==> src/rtl/crp16_mul_seq_pkg.sv <==
// Shared definitions for the crp16 ALU and the sequential multiplier that borrows it.
package crp16_mul_seq_pkg;

  localparam int unsigned DATA_W = 16;
  localparam int unsigned SEL_W  = 3;

  localparam logic [SEL_W-1:0] ALU_LSR = 3'b000;
  localparam logic [SEL_W-1:0] ALU_ASR = 3'b001;
  localparam logic [SEL_W-1:0] ALU_LSL = 3'b010;
  localparam logic [SEL_W-1:0] ALU_AND = 3'b011;
  localparam logic [SEL_W-1:0] ALU_OR  = 3'b100;
  localparam logic [SEL_W-1:0] ALU_XOR = 3'b101;
  localparam logic [SEL_W-1:0] ALU_ADD = 3'b110;
  localparam logic [SEL_W-1:0] ALU_SUB = 3'b111;

  typedef enum logic [2:0] {
    ST_IDLE = 3'd0,
    ST_SCAN = 3'd1,
    ST_ADD  = 3'd2,
    ST_SHL  = 3'd3,
    ST_SHR  = 3'd4,
    ST_DONE = 3'd5
  } mul_state_t;

endpackage

==> src/rtl/crp16_mul_seq.sv <==
// Shift-and-add 16x16 multiplier (low 16 bits + overflow) that time-shares the crp16 ALU.
module crp16_mul_seq
  import crp16_mul_seq_pkg::*;
(
  input  logic              clock,
  input  logic              reset,
  input  logic              start,
  input  logic [DATA_W-1:0] op_a,
  input  logic [DATA_W-1:0] op_b,
  output logic              busy,
  output logic              done,
  output logic [DATA_W-1:0] result,
  output logic              ovf,
  output logic              alu_req,
  input  logic              alu_gnt,
  output logic [DATA_W-1:0] alu_x,
  output logic [DATA_W-1:0] alu_y,
  output logic [SEL_W-1:0]  alu_sel,
  input  logic [DATA_W-1:0] alu_out,
  input  logic              alu_c
);

  mul_state_t        state, state_nx;
  logic [DATA_W-1:0] acc, acc_nx;
  logic [DATA_W-1:0] mc, mc_nx;
  logic [DATA_W-1:0] mp, mp_nx;
  logic              ovf_r, ovf_r_nx;
  logic [DATA_W-1:0] result_nx;
  logic              ovf_nx;

  // State and datapath registers
  always_ff @(posedge clock) begin
    if (reset) begin
      state  <= ST_IDLE;
      acc    <= '0;
      mc     <= '0;
      mp     <= '0;
      ovf_r  <= 1'b0;
      result <= '0;
      ovf    <= 1'b0;
    end else begin
      state  <= state_nx;
      acc    <= acc_nx;
      mc     <= mc_nx;
      mp     <= mp_nx;
      ovf_r  <= ovf_r_nx;
      result <= result_nx;
      ovf    <= ovf_nx;
    end
  end

  // Next state, ALU request and datapath updates; outputs decode only registered state
  always_comb begin
    state_nx  = state;
    acc_nx    = acc;
    mc_nx     = mc;
    mp_nx     = mp;
    ovf_r_nx  = ovf_r;
    result_nx = result;
    ovf_nx    = ovf;
    busy      = (state != ST_IDLE);
    done      = 1'b0;
    alu_req   = 1'b0;
    alu_x     = '0;
    alu_y     = '0;
    alu_sel   = ALU_LSR;

    case (state)
      ST_IDLE: begin
        if (start) begin
          acc_nx   = '0;
          mc_nx    = op_a;
          mp_nx    = op_b;
          ovf_r_nx = 1'b0;
          state_nx = ST_SCAN;
        end
      end
      ST_SCAN: begin
        // Result is loaded on entry to DONE so it is already valid while done is high
        if (mp == '0) begin
          result_nx = acc;
          ovf_nx    = ovf_r;
          state_nx  = ST_DONE;
        end else if (mp[0]) begin
          state_nx = ST_ADD;
        end else begin
          state_nx = ST_SHL;
        end
      end
      ST_ADD: begin
        alu_req = 1'b1;
        alu_x   = acc;
        alu_y   = mc;
        alu_sel = ALU_ADD;
        if (alu_gnt) begin
          acc_nx   = alu_out;
          ovf_r_nx = ovf_r | alu_c;
          state_nx = ST_SHL;
        end
      end
      ST_SHL: begin
        alu_req = 1'b1;
        alu_x   = mc;
        alu_y   = DATA_W'(1);
        alu_sel = ALU_LSL;
        // A multiplicand bit pushed out matters only if higher multiplier bits remain
        if (alu_gnt) begin
          mc_nx    = alu_out;
          ovf_r_nx = ovf_r | (mc[DATA_W-1] & (mp[DATA_W-1:1] != '0));
          state_nx = ST_SHR;
        end
      end
      ST_SHR: begin
        alu_req = 1'b1;
        alu_x   = mp;
        alu_y   = DATA_W'(1);
        alu_sel = ALU_LSR;
        if (alu_gnt) begin
          mp_nx    = alu_out;
          state_nx = ST_SCAN;
        end
      end
      ST_DONE: begin
        done     = 1'b1;
        state_nx = ST_IDLE;
      end
      default: state_nx = ST_IDLE;
    endcase
  end

endmodule

==> config.mk <==
export PLATFORM = sky130hd
export DESIGN_NAME = crp16_mul_seq
export DESIGN_NICKNAME = d
export VERILOG_FILES = /design/src/rtl/crp16_mul_seq_pkg.sv /design/src/rtl/crp16_mul_seq.sv
export SDC_FILE = /design/constraint.sdc
export NUM_CORES = 1
export LEC_CHECK = 0
export BUFFER_PORTS_ARGS = -buffer_cell sky130_fd_sc_hd__buf_4
export CORE_MARGIN = 5
export CORE_UTILIZATION = 47
export DETAILED_ROUTE_END_ITERATION = 8
export HOLD_SLACK_MARGIN = 0.06
export PLACE_DENSITY = 0.84
export SLEW_MARGIN = 30
export SYNTH_ARGS = -nofsm -noshare
export SYNTH_HDL_FRONTEND = slang
export SYNTH_SLANG_ARGS = --single-unit
export TNS_END_PERCENT = 10
==> constraint.sdc <==
create_clock -name clock -period 1.6 [get_ports clock]
set_input_delay 0.08 -clock clock [delete_from_list [all_inputs] [get_ports clock]]
set_output_delay 0.08 -clock clock [all_outputs]
set_load 0.1 [all_outputs]
==> impl_metrics.toml <==
[status]
outcome = "complete, but fails checks"
violations = "setup timing"

[floorplanning]
chipWidth_um = 97.44
rows = 31
ios = 108
die-area_mm2 = 0.009495
placeableCoreArea_mm2 = 0.007331
start_util_pct = 49.02
die_y_um = 97.44

[cts]
clkTransAtPathRegs_ns = 0.07
cts_tree = "built"
cts-root-buf = "clkbuf_8"
clockBufferDepth = 2
htree_levels = 3
cts-buffers-inserted = 9
clock-sinks = 69
clock_latency_ns = 0.36

[timing]
period_minus_slack_ns = 1.856
rsz0062_at_grt = "yes"
final-setup-viol-count = 80
period_share_pct = 116.0
finalWorstSetupSlack_ns = -0.2563
tns_ns = -8.363
max_freq_mhz = 538.7
skew_ns = 0.01630
maxSlewViolCount = 0
tightest_slew_ns = 0.6059
hold_violations = 0
slew_headroom_pct = 59.61

[yosys]
synth_xor_area_share_pct = 0
synth_top_family_by_area = "simple AND/OR/NAND/NOR gates"
postSynthAreaPerCell_um2 = 8.093
yosys.area_share.simple_pct = 28.93
ys_seq_area_share_pct = 38.44
syn_nets = 497
ys_ff_latch = 69
synth.area.mux_share_pct = 10.13
synth_cell_types = 33
yosys_warnings = 0
synthCells = 444
synth_area_mm2 = 0.003593
synth_compound_area_share_pct = 16.64
synthAdderAreaFrac_pct = 0

[cells_and_area]
layout-drive-gt1-share_pct = 43.02
areaGrowthSynthToFinish_pct = 78.31
final_cell_mix = "109 x buf_4, 74 x nand2_1, 65 x dfxtp_1, 48 x dlygate4sd3_1, 43 x buf_12"
num-nets-final = 678
final_common_cell = "buf_4"
n_fill_cell = 286
multi_input_area_mm2 = 0.002400
diodes = 0
stdcell_count = 729
regArea_mm2 = 0.001391

[global_route]
grt_start_max_net_pins = 62
antenna_found_initial = 0
grt_pass1_wl_um = 24980
track_usage_pct = 33.22
grt_pass1_vias = 4647
grt_overflow = 0

[flow_run]
drv_cap = 0

[power]
leakagePower_nw = 2.534
peakVddDrop_mv = 0.5874
cellPowerDensity_mw_per_mm2 = 930.3

[setup_path]
worstPathRequired_ns = 1.52
arrival_ns = 1.78
cp_max_fo = 19
start_kind = "flop"
crit_path_end_kind = "output pin"
worst-setup-path-type = "reg2out"

[placement]
io_buffers = 106
dp_hpwl_um = 8685
placed_cells = 653
place_congestion = 0.8893

[routing]
wl_per_cell_um = 25.15
ant_nets = 0
via_count = 4748
via_per_inst = 6.513
dr.pass1.iters = 7
drc = 0
drt_iter0_drc = 677
drt_wl_total_um = 18330

[hold_path]
hold_path_class = "in2reg"
[cells in the mapped netlist]
master | instances | area (µm²)
a311oi_2 | 10 | 150.1
nor3_1 | 1 | 5.000
a21oi_4 | 1 | 16.27
nand3b_1 | 1 | 7.510
inv_1 | 2 | 7.510
nand3_1 | 33 | 165.2
mux2_2 | 3 | 33.78
o21bai_1 | 1 | 7.510
dfxtp_1 | 69 | 1381
a311oi_1 | 22 | 192.7
mux2i_1 | 33 | 330.3
nor4_1 | 4 | 25.02
a21oi_1 | 18 | 90.09
nand4_1 | 2 | 12.51
o21ba_2 | 1 | 10.01
or3_1 | 1 | 6.260
buf_6 | 3 | 33.78
o22ai_1 | 1 | 6.260
buf_4 | 3 | 22.52
a211oi_1 | 2 | 15.01
a32o_1 | 1 | 10.01
nand2b_1 | 36 | 225.2
o211ai_1 | 1 | 7.510
or3b_4 | 1 | 11.26
clkbuf_1 | 22 | 82.58
nor3_2 | 2 | 20.02
o21ai_0 | 17 | 85.08
nand2_1 | 87 | 326.6
a22oi_1 | 1 | 7.510
conb_1 | 1 | 3.750
buf_2 | 12 | 60.06
and2_1 | 16 | 100.1
nor2_1 | 36 | 135.1
[logic make-up after synthesis]
kind of cell,count (synthesis)
buffers and inverters,42
AO/OA/AOI/OAI,76
multiplexers,36
AND/OR/NAND/NOR,220
flip-flops,69
other,1
[final cells by class]
class | instances | share of cell area (%)
clock inverter | 6 | 0.7420
clock buffer | 10 | 2.148
timing repair buffer | 210 | 35.89
inverter | 2 | 0.1172
tap | 99 | 1.933
multi-input combinational | 333 | 37.45
sequential | 69 | 21.71
[sequential cells by signal, summed over array words and instances, names as in the netlist]
name and count:
acc 16, ovf 1, ovf_r 1, mp 16, state 3, mc 16, result 16
[layer usage]
metal | global-route usage, % | up-vias | part of all wire (%)
li1 | - | 1905 | -
met1 | 36.96 | 2164 | 34
met2 | 54.77 | 493 | 45
met3 | 11.41 | 186 | 13
met4 | 19.49 | 0 | 8.8
met5 | 0 | - | 0
[worst paths after layout]
check / slack [ns] / from / endpoint / cells past startpoint
worst min register to register: 0.47 / result[6]$_SDFFE_PP0P_ / result[6]$_SDFFE_PP0P_ / 2
worst max register to register: -0.18 / state[1]$_SDFFE_PP0P_ / mc[6]$_SDFFE_PP0P_ / 6
worst max-delay path: -0.26 / state[1]$_SDFFE_PP0P_ / alu_req / 6
worst min-delay path: 0.12 / alu_c / ovf_r$_SDFFE_PP0P_ / 3
[worst max-delay path, cell delays in order (launching register included)]
cell     delay (ns)
dfxtp_4        0.38
buf_4          0.16
nor2_1         0.25
nand2_1        0.16
buf_12         0.18
nand2_1        0.11
buf_12         0.18
[power breakdown]
group	internal (mW)	total (mW)	switching, mW
Sequential	1.87	2.05	0.175
Clock	0.615	1.37	0.752
Combinational	1.03	2.55	1.52
[what timing repair did]
action | 4_1_cts | 5_1_grt
setup endpoints to repair | 55 | 94
hold buffers | 48 | 0
gates cloned | 2 | 0
pin swaps | 9 | 14
setup buffers | 9 | 2
resized for setup | 136 | 42
hold endpoints to repair | 48 | 0
[metrics by stage]
stage	worst slack, ns	area [µm²]	total power [mW]	utilization (%)	hold slack [ns]
floorplan	-0.3213	3701	3.240	-	0.2205
detailed placement	-0.1575	4878	3.920	66.55	0.3673
global placement	-0.04480	4878	3.877	66.55	0.3627
global route	-0.3060	6407	6.092	87.40	0.1034
CTS	-0.1471	6220	5.578	84.84	0.06216
finish	-0.2563	6407	5.961	87.40	0.1236
Power figures use the tool's default switching activity.
